`src/rtl/multicycle_controller.sv`:
```
// Control FSM for the multicycle datapath (12-bit PC, 19-bit IR, 8-bit regs).
// Walks fetch/decode/execute/memory/writeback, drives datapath enables and
// selects, handshakes with a variable-latency memory and traps illegal
// opcodes or memory timeouts into a sticky FAULT state.
module multicycle_controller #(
  parameter int MEM_WAIT_MAX = 15,
  parameter int CNT_W        = 4
) (
  input  logic       clk,
  input  logic       rst,
  input  logic [3:0] opcode,
  input  logic       zero,
  input  logic       mem_ready,
  output logic       mem_rd,
  output logic       mem_wr,
  output logic       addr_src,
  output logic       ir_ld,
  output logic       ab_ld,
  output logic       alu_src_b,
  output logic [2:0] alu_op,
  output logic       aluout_ld,
  output logic       rf_we,
  output logic       rf_wsel,
  output logic       pc_ld,
  output logic [1:0] pc_src,
  output logic       halted,
  output logic       fault
);

  typedef enum logic [3:0] {
    S_IDLE     = 4'd0,
    S_FETCH    = 4'd1,
    S_DECODE   = 4'd2,
    S_EXEC_R   = 4'd3,
    S_EXEC_I   = 4'd4,
    S_WB_ALU   = 4'd5,
    S_MEM_ADDR = 4'd6,
    S_MEM_RD   = 4'd7,
    S_WB_MEM   = 4'd8,
    S_MEM_WR   = 4'd9,
    S_BRANCH   = 4'd10,
    S_JUMP     = 4'd11,
    S_HALT     = 4'd12,
    S_FAULT    = 4'd13
  } state_t;

  localparam logic [3:0] OP_ADD  = 4'b0000;
  localparam logic [3:0] OP_SUB  = 4'b0001;
  localparam logic [3:0] OP_AND  = 4'b0010;
  localparam logic [3:0] OP_OR   = 4'b0011;
  localparam logic [3:0] OP_ADDI = 4'b0100;
  localparam logic [3:0] OP_SUBI = 4'b0101;
  localparam logic [3:0] OP_LW   = 4'b1000;
  localparam logic [3:0] OP_SW   = 4'b1001;
  localparam logic [3:0] OP_JMP  = 4'b1010;
  localparam logic [3:0] OP_BEZ  = 4'b1011;
  localparam logic [3:0] OP_BNZ  = 4'b1100;
  localparam logic [3:0] OP_HALT = 4'b1111;

  // Last count value tolerated before a missing mem_ready becomes a timeout.
  localparam logic [CNT_W-1:0] WAIT_LIMIT = (MEM_WAIT_MAX == 0) ? {CNT_W{1'b0}}
                                                                : CNT_W'(MEM_WAIT_MAX - 1);
  localparam logic [CNT_W-1:0] CNT_SAT    = {CNT_W{1'b1}};

  state_t           state_q, state_d;
  logic [CNT_W-1:0] cnt_q, cnt_d;
  logic             waiting_s;
  logic             timeout_s;

  assign waiting_s = (state_q == S_FETCH) || (state_q == S_MEM_RD) || (state_q == S_MEM_WR);
  // mem_ready arriving on the limit cycle takes priority over the timeout.
  assign timeout_s = waiting_s && !mem_ready && (MEM_WAIT_MAX != 0) && (cnt_q == WAIT_LIMIT);

  // State and wait-counter registers; reset aborts any access in flight.
  always_ff @(posedge clk or posedge rst) begin
    if (rst) begin
      state_q <= S_IDLE;
      cnt_q   <= {CNT_W{1'b0}};
    end else begin
      state_q <= state_d;
      cnt_q   <= cnt_d;
    end
  end

  // Next-state: sequencing, opcode dispatch and timeout trapping.
  always_comb begin
    state_d = state_q;
    case (state_q)
      S_IDLE:  state_d = S_FETCH;
      S_FETCH: begin
        if (mem_ready)      state_d = S_DECODE;
        else if (timeout_s) state_d = S_FAULT;
        else                state_d = S_FETCH;
      end
      S_DECODE: begin
        case (opcode)
          OP_ADD, OP_SUB, OP_AND, OP_OR: state_d = S_EXEC_R;
          OP_ADDI, OP_SUBI:              state_d = S_EXEC_I;
          OP_LW, OP_SW:                  state_d = S_MEM_ADDR;
          OP_JMP:                        state_d = S_JUMP;
          OP_BEZ, OP_BNZ:                state_d = S_BRANCH;
          OP_HALT:                       state_d = S_HALT;
          default:                       state_d = S_FAULT;
        endcase
      end
      S_EXEC_R:   state_d = S_WB_ALU;
      S_EXEC_I:   state_d = S_WB_ALU;
      S_WB_ALU:   state_d = S_FETCH;
      S_MEM_ADDR: begin
        if (opcode == OP_SW) state_d = S_MEM_WR;
        else                 state_d = S_MEM_RD;
      end
      S_MEM_RD: begin
        if (mem_ready)      state_d = S_WB_MEM;
        else if (timeout_s) state_d = S_FAULT;
        else                state_d = S_MEM_RD;
      end
      S_WB_MEM: state_d = S_FETCH;
      S_MEM_WR: begin
        if (mem_ready)      state_d = S_FETCH;
        else if (timeout_s) state_d = S_FAULT;
        else                state_d = S_MEM_WR;
      end
      S_BRANCH: state_d = S_FETCH;
      S_JUMP:   state_d = S_FETCH;
      S_HALT:   state_d = S_HALT;
      S_FAULT:  state_d = S_FAULT;
      default:  state_d = S_FAULT;
    endcase
  end

  // Wait counter: counts idle cycles in a wait state, cleared on any state change, saturating.
  always_comb begin
    cnt_d = {CNT_W{1'b0}};
    if (waiting_s && !mem_ready && (state_d == state_q)) begin
      if (cnt_q == CNT_SAT) cnt_d = cnt_q;
      else                  cnt_d = cnt_q + {{(CNT_W-1){1'b0}}, 1'b1};
    end else begin
      cnt_d = {CNT_W{1'b0}};
    end
  end

  // Output decode from state; ir_ld/pc_ld in FETCH and pc_ld in BRANCH are Mealy.
  always_comb begin
    mem_rd    = 1'b0;
    mem_wr    = 1'b0;
    addr_src  = 1'b0;
    ir_ld     = 1'b0;
    ab_ld     = 1'b0;
    alu_src_b = 1'b0;
    alu_op    = 3'b000;
    aluout_ld = 1'b0;
    rf_we     = 1'b0;
    rf_wsel   = 1'b0;
    pc_ld     = 1'b0;
    pc_src    = 2'b00;
    halted    = 1'b0;
    fault     = 1'b0;
    case (state_q)
      S_IDLE: begin
        halted = 1'b0;
      end
      S_FETCH: begin
        mem_rd = 1'b1;
        if (mem_ready) begin
          ir_ld  = 1'b1;
          pc_ld  = 1'b1;
          pc_src = 2'b00;
        end else begin
          ir_ld = 1'b0;
          pc_ld = 1'b0;
        end
      end
      S_DECODE: ab_ld = 1'b1;
      S_EXEC_R: begin
        alu_src_b = 1'b0;
        alu_op    = {1'b0, opcode[1:0]};
        aluout_ld = 1'b1;
      end
      S_EXEC_I: begin
        alu_src_b = 1'b1;
        alu_op    = (opcode == OP_SUBI) ? 3'b001 : 3'b000;
        aluout_ld = 1'b1;
      end
      S_WB_ALU: begin
        rf_we   = 1'b1;
        rf_wsel = 1'b0;
      end
      S_MEM_ADDR: begin
        alu_src_b = 1'b1;
        alu_op    = 3'b000;
        aluout_ld = 1'b1;
      end
      S_MEM_RD: begin
        mem_rd   = 1'b1;
        addr_src = 1'b1;
      end
      S_WB_MEM: begin
        rf_we   = 1'b1;
        rf_wsel = 1'b1;
      end
      S_MEM_WR: begin
        mem_wr   = 1'b1;
        addr_src = 1'b1;
      end
      S_BRANCH: begin
        pc_src = 2'b01;
        if (opcode == OP_BEZ) pc_ld = zero;
        else                  pc_ld = ~zero;
      end
      S_JUMP: begin
        pc_ld  = 1'b1;
        pc_src = 2'b10;
      end
      S_HALT: halted = 1'b1;
      S_FAULT: begin
        halted = 1'b1;
        fault  = 1'b1;
      end
      default: begin
        halted = 1'b1;
        fault  = 1'b1;
      end
    endcase
  end

endmodule
```
`config.mk`:
```
export PLATFORM = sky130hd
export DESIGN_NAME = multicycle_controller
export DESIGN_NICKNAME = d
export VERILOG_FILES = /design/src/rtl/multicycle_controller.sv
export SDC_FILE = /design/constraint.sdc
export NUM_CORES = 1
export LEC_CHECK = 0
export CAP_MARGIN = 20
export CORE_MARGIN = 4
export CORE_UTILIZATION = 40
export DETAILED_ROUTE_END_ITERATION = 7
export GPL_TIMING_DRIVEN = 0
export PLACE_DENSITY = 0.74
export SLEW_MARGIN = 20
export SYNTH_ARGS = -nofsm -noshare
export SYNTH_HDL_FRONTEND = slang
export SYNTH_SLANG_ARGS = --single-unit
```
`constraint.sdc`:
```
create_clock -name clk -period 4.2 [get_ports clk]
set_input_delay 0.84 -clock clk [delete_from_list [all_inputs] [get_ports clk]]
set_output_delay 0.84 -clock clk [all_outputs]
set_load 0.02 [all_outputs]
```
# --- Yosys cells after proc, flatten, opt, wreduce, memory -nomap -nowiden ---
# Memory sizes are Yosys's and may differ from the RTL's.
# Index checks and enable logic that the tools add are counted.
op_classes:
  addsub: 1
  n_eq_ne: 19
  muxes: 27
  n_bitwise: 1
  reduce_logical: 16
op_table:
  columns: ["operator", "n"]
  rows:
  - ["$eq 4x4->1 const B", 9]
  - ["$mux 4", 8]
  - ["$pmux 4 s8", 1]
  - ["$eq 4x3->1 const B", 5]
  - ["$mux 1", 14]
  - ["$reduce_or 13->1", 1]
  - ["$reduce_or 12->1", 1]
  - ["$reduce_or 2->1", 5]
  - ["$eq 4x2->1 const B", 2]
  - ["$pmux 2 s2", 2]
  - ["$reduce_or 5->1", 1]
  - ["$add 4x1->4 const B", 1]
  - ["$eq 4x1->1 const B", 1]
  - ["$eq 4x4->1", 1]
  - ["$logic_not 4->1", 1]
  - ["$logic_and 1x1->1", 3]
  - ["$mux 3", 1]
  - ["$pmux 1 s3", 1]
  - ["$reduce_or 3->1", 1]
  - ["$logic_or 1x1->1", 2]
  - ["$ne 2x2->1 const B", 1]
  - ["$logic_not 1->1", 1]
  - ["$not 1->1", 1]
totals:
  reg_bits: 8
  mem_bits_ro: 64
  input_bits: 8
  out_inout_bits: 17
  mem_count: 1
mem_list:
  columns: ["name", "depth", "width", "rd", "rd_clocked_by_memory_dff", "wr", "line", "rtl"]
  rows:
  - ["(name not given)", 16, 4, 1, 0, 0, "96", "case (opcode)"]

# --- Logic depth before layout (Yosys ltp) ---
depth:
  ltp_word: 11
  mapped_depth: 7
  depth_no_buf: 7

# --- Worst setup path before layout ---
# Ideal clock, no wire load.
synth_timing:
  kind: "in2out"
  from: "in opcode[1]"
  to: "out alu_op[0]"
  arrival_time_ns: 1.818
  path_slack_ns: 1.542
  path_stages: 5
  path_buffers: 0
  path_cell_list: "inv_1 ha_1 nand4_1 or3_1 a21oi_1"
synth_via:
  elab_chain_len: 3
synth_lines:
  columns: ["element", "line", "rtl"]
  rows:
  - ["from (decl)", "11", "input logic [3:0] opcode,"]
  - ["$eq 4x3->1", "182", "alu_op = (opcode == OP_SUBI) ? 3'b001 : 3'b000;"]
  - ["$mux 1", "182", null]
  - ["$pmux 2 s2", "159", "case (state_q)"]
  - ["to (decl)", "20", "output logic [2:0] alu_op,"]
# No other way between the ends.

# --- Worst setup path in the final report ---
# Same ends and word-level chain as after synthesis.

==> impl_results.md <==
* Compound-Gate Fraction of Synth Area at 20.70%
* Minimum clock period at 3721 ps
* Synth Cell Area at 967.2 um2
* Ant diodes at 0
* CP Data Required Time at 3360 ps
* Total power at 701.5 uW
* Met3 GRT Util at under 10%
* Gr busiest metal: met2
* Maximum root-to-sink buffer count at 2
* Peak VDD IR at 0.0003004 V
* P&R area growth vs syn at 28.72%
* XOR/XNOR Fraction of Synth Area at 2.717%
* Number of vias per cell at 5.706
* DR pass1 iterations at 4
* Mapped Nets at 141
* Crit end category: primary output
* Post-CTS Setup Inserts at 0
* CTS hold repair buffers at 0
* CTS tree: built
* Yosys cell types at 46
* WS Path Type: in -> out
* Startpoint Class: primary input
* Adder-cell share of the synthesized area at 8.926%
* Initial DRC Count at 28
* Count of final setup violators at 0
* Reg clk slew, reported paths at roughly 60 ps
* Vias in the first global route at between 900 and 1000
* Final-stage net count at 168
* Final instance area at 0.001245 mm2
* Post-place setup slack at 465.1 ps
* First-pass GRT wire length at between 4 and 5 mm
* Largest net degree at the start of global routing at 11
* Dpl cell area at 0.001222 mm2
* Total number of vias at 1027
* Final std cells w/o fill at 180
* GRT overflow at 0
* Max-slew violations at 0
* Reg-to-reg slack, setup at ~2400 ps
* Post-synthesis sequential area ratio at 20.70%
* RSZ-0062 raised after global routing: no
* # H-tree levels at 1
* Largest family of logic cells by synthesized area: simple AND/OR/NAND/NOR gates
* Share of the clock period used by the worst path at approximately nine tenths
* #FFs+latches synth at 8
* Initial antenna violation count at 0
* Grt met1 use at 19.56%
* PortBufs at 22
* Status: completed
* YS warnings at 0
* Most frequent cell on the critical path: clkdlybuf4s50_1
* Syn Area/Cell at around 7.6 um2
* Crit-path cells: clkdlybuf4s50_1 -> inv_1 -> ha_1 -> nand4_1 -> or3_1 -> a21oi_1 -> clkdlybuf4s50_1
* Final setup TNS at 0 ps
* Die height at 57.17 um
* Root Driver: clkbuf_4
* Post-CTS Resized at 0
* Routing usage on met2 at 30.34%
* Total global-route track usage at roughly 17%
* Leak at 0.5355 nW
* Routability cong. at around 0.77
* Clock skew at 6.420 ps
* Worst hold path type: reg -> reg
* Routed Antenna Nets at 0
* Clk Latency, worst-skew pair at 260 ps
* PwrDens at 563.5 mW/mm2
* Layout cells sized above 1 at around 11%
* Primary FF master, synth: dfrtp_1
* Final WS setup at 478.9 ps
* CTS Buf Count at 3
* Starting density of the core at 42.90%
* Core box area at 0.002255 mm2
* Simple-gate share of the synthesized area at approximately 36%
* TritonCTS Sinks at 8
* F_max at 268.7 MHz
* Max Cap Violations at 0
* Crit path buffers/inverters at 3
* DP HPWL at 2.102 mm
* FFs w/ async S/R, synth at 100.0%
* Placed cell count at 177
* Overall routed net length at between 2 and 3 mm
* Worst-path cell with the longest stage delay: clkdlybuf4s50_1
* Maximum fanout along the worst path at 6
* Die area at 0.003268 mm2
* Rows at 17
* Cell family with most CP delay: buffers and inverters
* CP max stage delay at 630 ps
* WL per Instance at around 14 um
* Syn Inst Count at roughly 130
* Final Hold Fails at 0
* Crit path DAT at 2880 ps
* Number of synthesized flops with an enable pin at 0
* Io pins at 25
* Post-synthesis mux area share at around 2.5%
* Chip width at roughly 57 um
* Residual DRC at 0
==> path summary, 6_finish.rpt <==
check                           from         end  cells after the start
max reg2reg                 cnt_q[0]    cnt_q[1]                      7
min                         cnt_q[3]    cnt_q[3]                      3
max in group asynchronous        rst  state_q[2]                      2
min in group asynchronous        rst    cnt_q[2]                      2
min reg2reg                 cnt_q[3]    cnt_q[3]                      3
max                        opcode[1]   alu_op[0]                      7
==> area by class of cell <==
type                    count  area (um2)
multi-input cells         102       686.9
plain buffers              10       53.80
well taps                  28       35.03
fillers                   226        1010
repair buffers             22       220.2
inverters                   7       26.28
flip-flops and latches      8       200.2
clock buffers               3       22.52
==> routing by layer <==
layer	wire, um	vias to the layer above	part of all wire [%]
li1	-	500	-
met1	1057	486	41
met2	1376	37	53
met3	125	4	4.8
met4	42	0	1.6
met5	0	-	0
==> worst reg2reg max path, stage by stage (launching register included) <==
cell and delay [ps]:
dfrtp_1 380, inv_1 90, ha_1 230, a31oi_1 320, o2bb2ai_2 130, nor4b_4 340
o211ai_1 150, nor2_1 140
==> Yosys cell counts (3+ instances only) <==
| library cell | n | area [um2] |
|---|---|---|
| xnor2_1 | 3 | 26.28 |
| nand2_1 | 13 | 48.80 |
| a21oi_1 | 9 | 45.04 |
| dfrtp_1 | 8 | 200.2 |
| inv_1 | 7 | 26.28 |
| nand2b_1 | 4 | 25.02 |
| ha_1 | 6 | 75.07 |
| buf_4 | 3 | 22.52 |
| nor2_1 | 20 | 75.07 |
| nand3_1 | 5 | 25.02 |
| a31oi_1 | 3 | 18.77 |
| buf_2 | 4 | 20.02 |
==> cell usage in the layout (no fill, tap or decap), types with 3 or more instances in the layout <==
cell type,Yosys,final
a21oi_1,9,9
a31oi_1,3,3
buf_2,4,4
buf_4,3,3
clkbuf_4,0,3
clkdlybuf4s50_1,0,22
dfrtp_1,8,8
ha_1,6,6
inv_1,7,7
nand2_1,13,13
nand2b_1,4,4
nand3_1,5,5
nor2_1,20,20
xnor2_1,3,3
==> sequential cells by signal, indices dropped and copies added, names as in the netlist <==
register and count:
cnt_q 4, state_q 4
==> stage by stage <==
stage	utilization, %	hold slack [ps]
after global placement	54.22	639.6
after CTS	55.22	680.7
after global routing	55.22	724.2
final	55.22	678.2
after detailed placement	54.22	669.7
after floorplan	-	570.5
==> power by group <==
part	leakage [nW]	internal [mW]	switching [mW]
combinational	0.417	0.227	0.292
sequential	0.105	0.0988	0.0248
clock	0.0138	0.0327	0.0261
total	0.536	0.358	0.343
==> cells by family after synthesis <==
kind of cell | after synthesis
and+or+nand+nor | 61
AOI/OAI and AO/OA | 28
buffers and inverters | 17
DFF | 8
adders and majority gates | 7
xor gates and xnor gates | 3
muxes | 2
other | 1
No activity file was read; power rests on OpenSTA's default activity.
==> edit 1: new RTL, config.mk and constraints unchanged <==
Reset style: synchronous (`rst`), changed in one clocked block.
--- a/src/rtl/multicycle_controller.sv
+++ b/src/rtl/multicycle_controller.sv
@@ -72,7 +72,7 @@
   assign timeout_s = waiting_s && !mem_ready && (MEM_WAIT_MAX != 0) && (cnt_q == WAIT_LIMIT);
 
   // State and wait-counter registers; reset aborts any access in flight.
-  always_ff @(posedge clk or posedge rst) begin
+  always_ff @(posedge clk) begin
     if (rst) begin
       state_q <= S_IDLE;
       cnt_q   <= {CNT_W{1'b0}};
Behaviour: differs if rst is asserted again (counterexample within 4 cycles, from zero or initial values and one cycle with rst high); with rst held inactive, the same outputs for 10 cycles.
==> edit 1 against the unedited design <==
Die area decreased by 1.9%. Routed wire length fell by 11%. Area after synthesis decreased by 2.2%. Final area is 2.5% lower. Worst setup slack gained 0.12 ns. Sequential cell count did not move. Global-route usage is 2.0 points lower. Worst hold slack worse by 0.086 ns. Non-clock buffer count fell by 2.
Power is not compared: it rests on default switching activity, and its combinational part moved more than twofold at a synthesized area within 25%.
==> edit 1: results (changes against the unedited design) <==
\begin{tabular}{lr}
\hline
Metric & Value \\
\hline
\multicolumn{2}{l}{\textbf{Placed design}} \\
\quad Inst Count DP & 173 (was 177) \\
\quad Dpl cell area & 1190 µm² (was 1220 µm²) \\
\quad Number of port buffers & 21 (was 22) \\
\quad Post-placement worst setup slack & 0.618 ns (was 0.465 ns) \\
\quad Weighted congestion at the end of routability-driven global placement & 0.886 (was 0.774) \\
\quad Estimated wirelength of the detail-placed design & 1.84 mm (was 2.10 mm) \\
\multicolumn{2}{l}{\textbf{Synthesis}} \\
\quad Synth area leaders & dfxtp\_1, ha\_1, nor2\_1, nand2\_1, nand2b\_1 (was dfrtp\_1, ha\_1, nor2\_1, nand2\_1, nor4b\_4) \\
\quad Most used DFF post-synth & dfxtp\_1 (was dfrtp\_1) \\
\quad Sequential share of the synthesized area & 16.9\% (was 20.7\%) \\
\quad Net count after synthesis & 138 (was 141) \\
\quad Synth cell types & 48 (was 46) \\
\multicolumn{2}{l}{\textbf{Drt}} \\
\quad Iter 0 DRT Violations & 20 (was 28) \\
\quad Vias per Instance & 5.40 (was 5.71) \\
\quad Average wire per standard cell & 13.2 µm (was 14.5 µm) \\
\multicolumn{2}{l}{\textbf{GRT}} \\
\quad Gr usage total & 14.9\% (was 16.9\%) \\
\quad Global-route wire length before repair & 3.93 mm (was 4.36 mm) \\
\quad Vias in the first global route & 933 (was 961) \\
\multicolumn{2}{l}{\textbf{Clock network}} \\
\quad Clock latency reported for the late side of the worst-skew pair & 0.24 ns (was 0.26 ns) \\
\multicolumn{2}{l}{\textbf{Power}} \\
\quad Maximum vdd drop & 0.102 mV \\
\quad Leak Pwr & 0.440 nW \\
\multicolumn{2}{l}{\textbf{Min path}} \\
\quad Cell depth of the worst hold path & 2 (was 3) \\
\quad Min-Delay Endpoint & cnt\_q[1] (was cnt\_q[3]) \\
\multicolumn{2}{l}{\textbf{STA}} \\
\quad Clock skew & 0.00212 ns (was 0.00642 ns) \\
\quad Post-route worst hold slack & 0.592 ns (was 0.678 ns) \\
\multicolumn{2}{l}{\textbf{Worst setup path}} \\
\quad Launch instance of the worst register-to-register path & cnt\_q[0] (unchanged) \\
\quad Register-to-register path setup slack & 2.40 ns (was 2.35 ns) \\
\quad Worst R2R Path Depth & 6 (was 7) \\
\quad Worst reg2reg path endpoint & cnt\_q[0] (was cnt\_q[1]) \\
\quad Critical path peak fanout & 7 (was 6) \\
\multicolumn{2}{l}{\textbf{Finish}} \\
\quad Filler Cells Inserted & 229 (was 226) \\
\quad Proportion of layout cells with a drive suffix above 1 & 12.8\% (was 11.2\%) \\
\quad Number of nets in the layout & 164 (was 168) \\
\multicolumn{2}{l}{\textbf{Outcome}} \\
\quad Result of the run & finished, final reports clean (unchanged) \\
\hline
\end{tabular}
[edit 1: power breakdown]
| group | leakage (nW) | internal, mW | switching (mW) |
|---|---|---|---|
| clock | 0.0138 | 0.0324 | 0.0219 |
| combinational | 0.362 | 0.0403 | 0.0506 |
| sequential | 0.0651 | 0.0795 | 0.00724 |
| total | 0.440 | 0.152 | 0.0798 |
[edit 1: logic make-up after synthesis]
group | Yosys count | synth area share, %
mux | 4 | 4.37
other cells | 1 | 0.396
flops | 8 | 16.9
simple gates | 61 | 39.2
compound gates | 26 | 20.2
xor+xnor | 3 | 2.78
buf+inv | 15 | 8.20
fa+ha+maj | 6 | 7.94
[edit 1: critical path, cell delays in order]
cell and delay (ns):
clkdlybuf4s50_1 0.59, ha_1 0.19, nand3b_1 0.08, xor2_1 0.14, nor2_1 0.05, o31ai_1 0.21, clkdlybuf4s50_1 0.65
[edit 1: cell type report]
type	count	area [µm²]	share of cell area (%)
inverters	6	22.5	1.86
clock buffers	3	22.5	1.86
plain buffers	9	55.1	4.54
repair buffers	21	210	17.3
well taps	28	35.0	2.89
multi-input cells	101	708	58.4
flip-flops and latches	8	160	13.2
[edit 1: worst max path at each step]
| stage | cells after the start | slack, ns | endpoint | start |
|---|---|---|---|---|
| 2_1_floorplan | 5 | 1.42 | pc_ld | opcode[3] |
| 3_3_place_gp | 7 | 0.59 | pc_ld | opcode[1] |
| 3_5_place_dp | 7 | 0.62 | pc_ld | opcode[1] |
| 4_1_cts | 7 | 0.59 | pc_ld | opcode[1] |
| 5_1_grt | 7 | 0.49 | pc_ld | opcode[1] |
| 6_report | 7 | 0.60 | pc_ld | opcode[1] |
[edit 1: per-layer routing]
layer	wire length, µm	vias up	global-route usage [%]
met5	0	-	0
met4	52	0	8.14
met3	87	6	1.61
met2	1180	27	24.9
met1	997	429	18.3
li1	-	489	-
==> edit 2: new RTL, same settings <==
Made on the original files. The parameter `CNT_W` goes from 4 to 6.
--- a/src/rtl/multicycle_controller.sv
+++ b/src/rtl/multicycle_controller.sv
@@ -4,7 +4,7 @@
 // opcodes or memory timeouts into a sticky FAULT state.
 module multicycle_controller #(
   parameter int MEM_WAIT_MAX = 15,
-  parameter int CNT_W        = 4
+  parameter int CNT_W        = 6
 ) (
   input  logic       clk,
   input  logic       rst,
Check against the original RTL: no difference found for any inputs over 10 cycles, from zero or initial values and one cycle with rst high; that may be too few to reach the edited logic, so the function may still have changed.
==> edit 2 against the unedited design <==
Worst setup slack improved by 0.22 ns. Routed wire length is 2.1% lower. Clock skew fell by 0.0051 ns. Final area up 9.1%. Total power grew 6.8%. Sequential cell count rose by 2. Fmax grew 6.4%. Area after synthesis rose by 10%. Critical endpoint is now pc_ld. Largest cell class unchanged. Highest routed layer unchanged.
==> edit 2: results (changes against the unedited design) <==
\begin{tabular}{lr}
\hline
Metric & Value \\
\hline
\multicolumn{2}{l}{\textbf{Placed design}} \\
\quad Weighted congestion at the end of routability-driven global placement & 0.838 (was 0.774) \\
\quad Estimated wirelength of the detail-placed design & 2.07 mm (was 2.10 mm) \\
\quad Post-placement worst setup slack & 0.721 ns (was 0.465 ns) \\
\multicolumn{2}{l}{\textbf{Worst setup path}} \\
\quad Launch instance of the worst register-to-register path & state\_q[3] (was cnt\_q[0]) \\
\quad Worst setup path startpoint & mem\_ready (was opcode[1]) \\
\multicolumn{2}{l}{\textbf{Synthesis}} \\
\quad Synth area leaders & dfrtp\_1, ha\_1, nand2\_1, nor2\_1, a21oi\_1 (was dfrtp\_1, ha\_1, nor2\_1, nand2\_1, nor4b\_4) \\
\quad Number of warnings reported in the yosys synthesis log & 0 (unchanged) \\
\quad Sequential share of the synthesized area & 23.5\% (was 20.7\%) \\
\quad Count leader, synth & nand2\_1 (was nor2\_1) \\
\quad Net count after synthesis & 148 (was 141) \\
\quad Synth cell types & 49 (was 46) \\
\quad Most frequent cells after synthesis & nand2\_1, nor2\_1, dfrtp\_1 (was nor2\_1, nand2\_1, a21oi\_1) \\
\multicolumn{2}{l}{\textbf{STA}} \\
\quad Clock skew & 0.00130 ns (was 0.00642 ns) \\
\multicolumn{2}{l}{\textbf{Power}} \\
\quad Maximum vdd drop & 0.316 mV (was 0.300 mV) \\
\quad Leak Pwr & 0.567 nW (was 0.536 nW) \\
\multicolumn{2}{l}{\textbf{Drt}} \\
\quad Iter 0 DRT Violations & 26 (was 28) \\
\quad Vias per Instance & 5.55 (was 5.71) \\
\quad Average wire per standard cell & 13.4 µm (was 14.5 µm) \\
\multicolumn{2}{l}{\textbf{Outcome}} \\
\quad Result of the run & finished, final reports clean (unchanged) \\
\multicolumn{2}{l}{\textbf{Clock network}} \\
\quad Clock latency reported for the late side of the worst-skew pair & 0.26 ns (about the same) \\
\quad Clock buffer depth & 2 (unchanged) \\
\quad \# H-tree levels & 1 (unchanged) \\
\multicolumn{2}{l}{\textbf{GRT}} \\
\quad Gr usage total & 15.8\% (was 16.9\%) \\
\quad Vias in the first global route & 990 (was 961) \\
\quad Global-route wire length before repair & 4.40 mm (was 4.36 mm) \\
\multicolumn{2}{l}{\textbf{Finish}} \\
\quad Filler Cells Inserted & 243 (was 226) \\
\quad Proportion of layout cells with a drive suffix above 1 & 11.3\% (was 11.2\%) \\
\quad Antenna fix cells & 0 (unchanged) \\
\quad Number of nets in the layout & 175 (was 168) \\
\multicolumn{2}{l}{\textbf{Min path}} \\
\quad Hold path startpoint & cnt\_q[0] (was cnt\_q[3]) \\
\hline
\end{tabular}
==> edit 2: cell count changes in the layout (fill, tap and decap cells not counted), moves of 3 or more <==
cell	change
and3_1	+3
buf_2	-3
clkbuf_1	+3
nor2_1	-8
nor3_1	+5
nor3b_1	+3
==> edit 2: routing by layer <==
layer | wire [µm] | share of wire, % | global-route usage [%]
met1 | 1190 | 47 | 21.1
met2 | 1190 | 47 | 26.2
met3 | 156 | 6.1 | 2.18
met4 | 12 | 0.47 | 5.06
met5 | 0 | 0 | 0
==> edit 2: worst paths after layout <==
| kind | to | slack, ns | depth (start not counted) |
|---|---|---|---|
| max | pc_ld | 0.70 | 5 |
| min | cnt_q[0] | 0.64 | 2 |
| max reg2reg | cnt_q[0] | 2.39 | 5 |
| min reg2reg | cnt_q[0] | 0.64 | 2 |
| max in group asynchronous | cnt_q[1] | 3.09 | 2 |
| min in group asynchronous | cnt_q[0] | 0.85 | 2 |
==> edit 2: logic make-up after synthesis <==
logic type               synth area share, %
AO/OA/AOI/OAI                           19.9
multiplexers                            1.88
XOR/XNOR                                1.65
adder cells (fa/ha/maj)                 7.05
buffers and inverters                   7.52
AND/OR/NAND/NOR                         38.2
other                                  0.352
flip-flops                              23.5
==> edit 2: layout make-up <==
| type | count | share of cell area, % |
|---|---|---|
| buffer | 9 | 3.41 |
| clock buffer | 4 | 2.67 |
| inverter | 9 | 2.49 |
| multi-input combinational | 106 | 54.1 |
| sequential | 10 | 18.4 |
| tap | 30 | 2.76 |
| timing repair buffer | 22 | 16.2 |
==> edit 2: stage by stage <==
stage	power, mW	hold slack (ns)	instances	instance area [µm²]
after floorplan	0.495	0.564	134	1060
after global placement	0.651	0.597	186	1320
after detailed placement	0.666	0.638	186	1320
after CTS	0.753	0.647	190	1360
after global routing	0.810	0.695	190	1360
final	0.750	0.637	190	1360
==> edit 2: critical path, stage by stage <==
cell             delay [ns]
clkdlybuf4s50_1        0.62
nand3b_1               0.13
or3_1                  0.38
nand2_1                0.08
clkdlybuf4s50_1        0.60
==> edit 2: power breakdown <==
| part | internal, mW | switching [mW] |
|---|---|---|
| Sequential | 0.117 | 0.0252 |
| Combinational | 0.219 | 0.305 |
| Clock | 0.0525 | 0.0313 |
| Total | 0.388 | 0.361 |
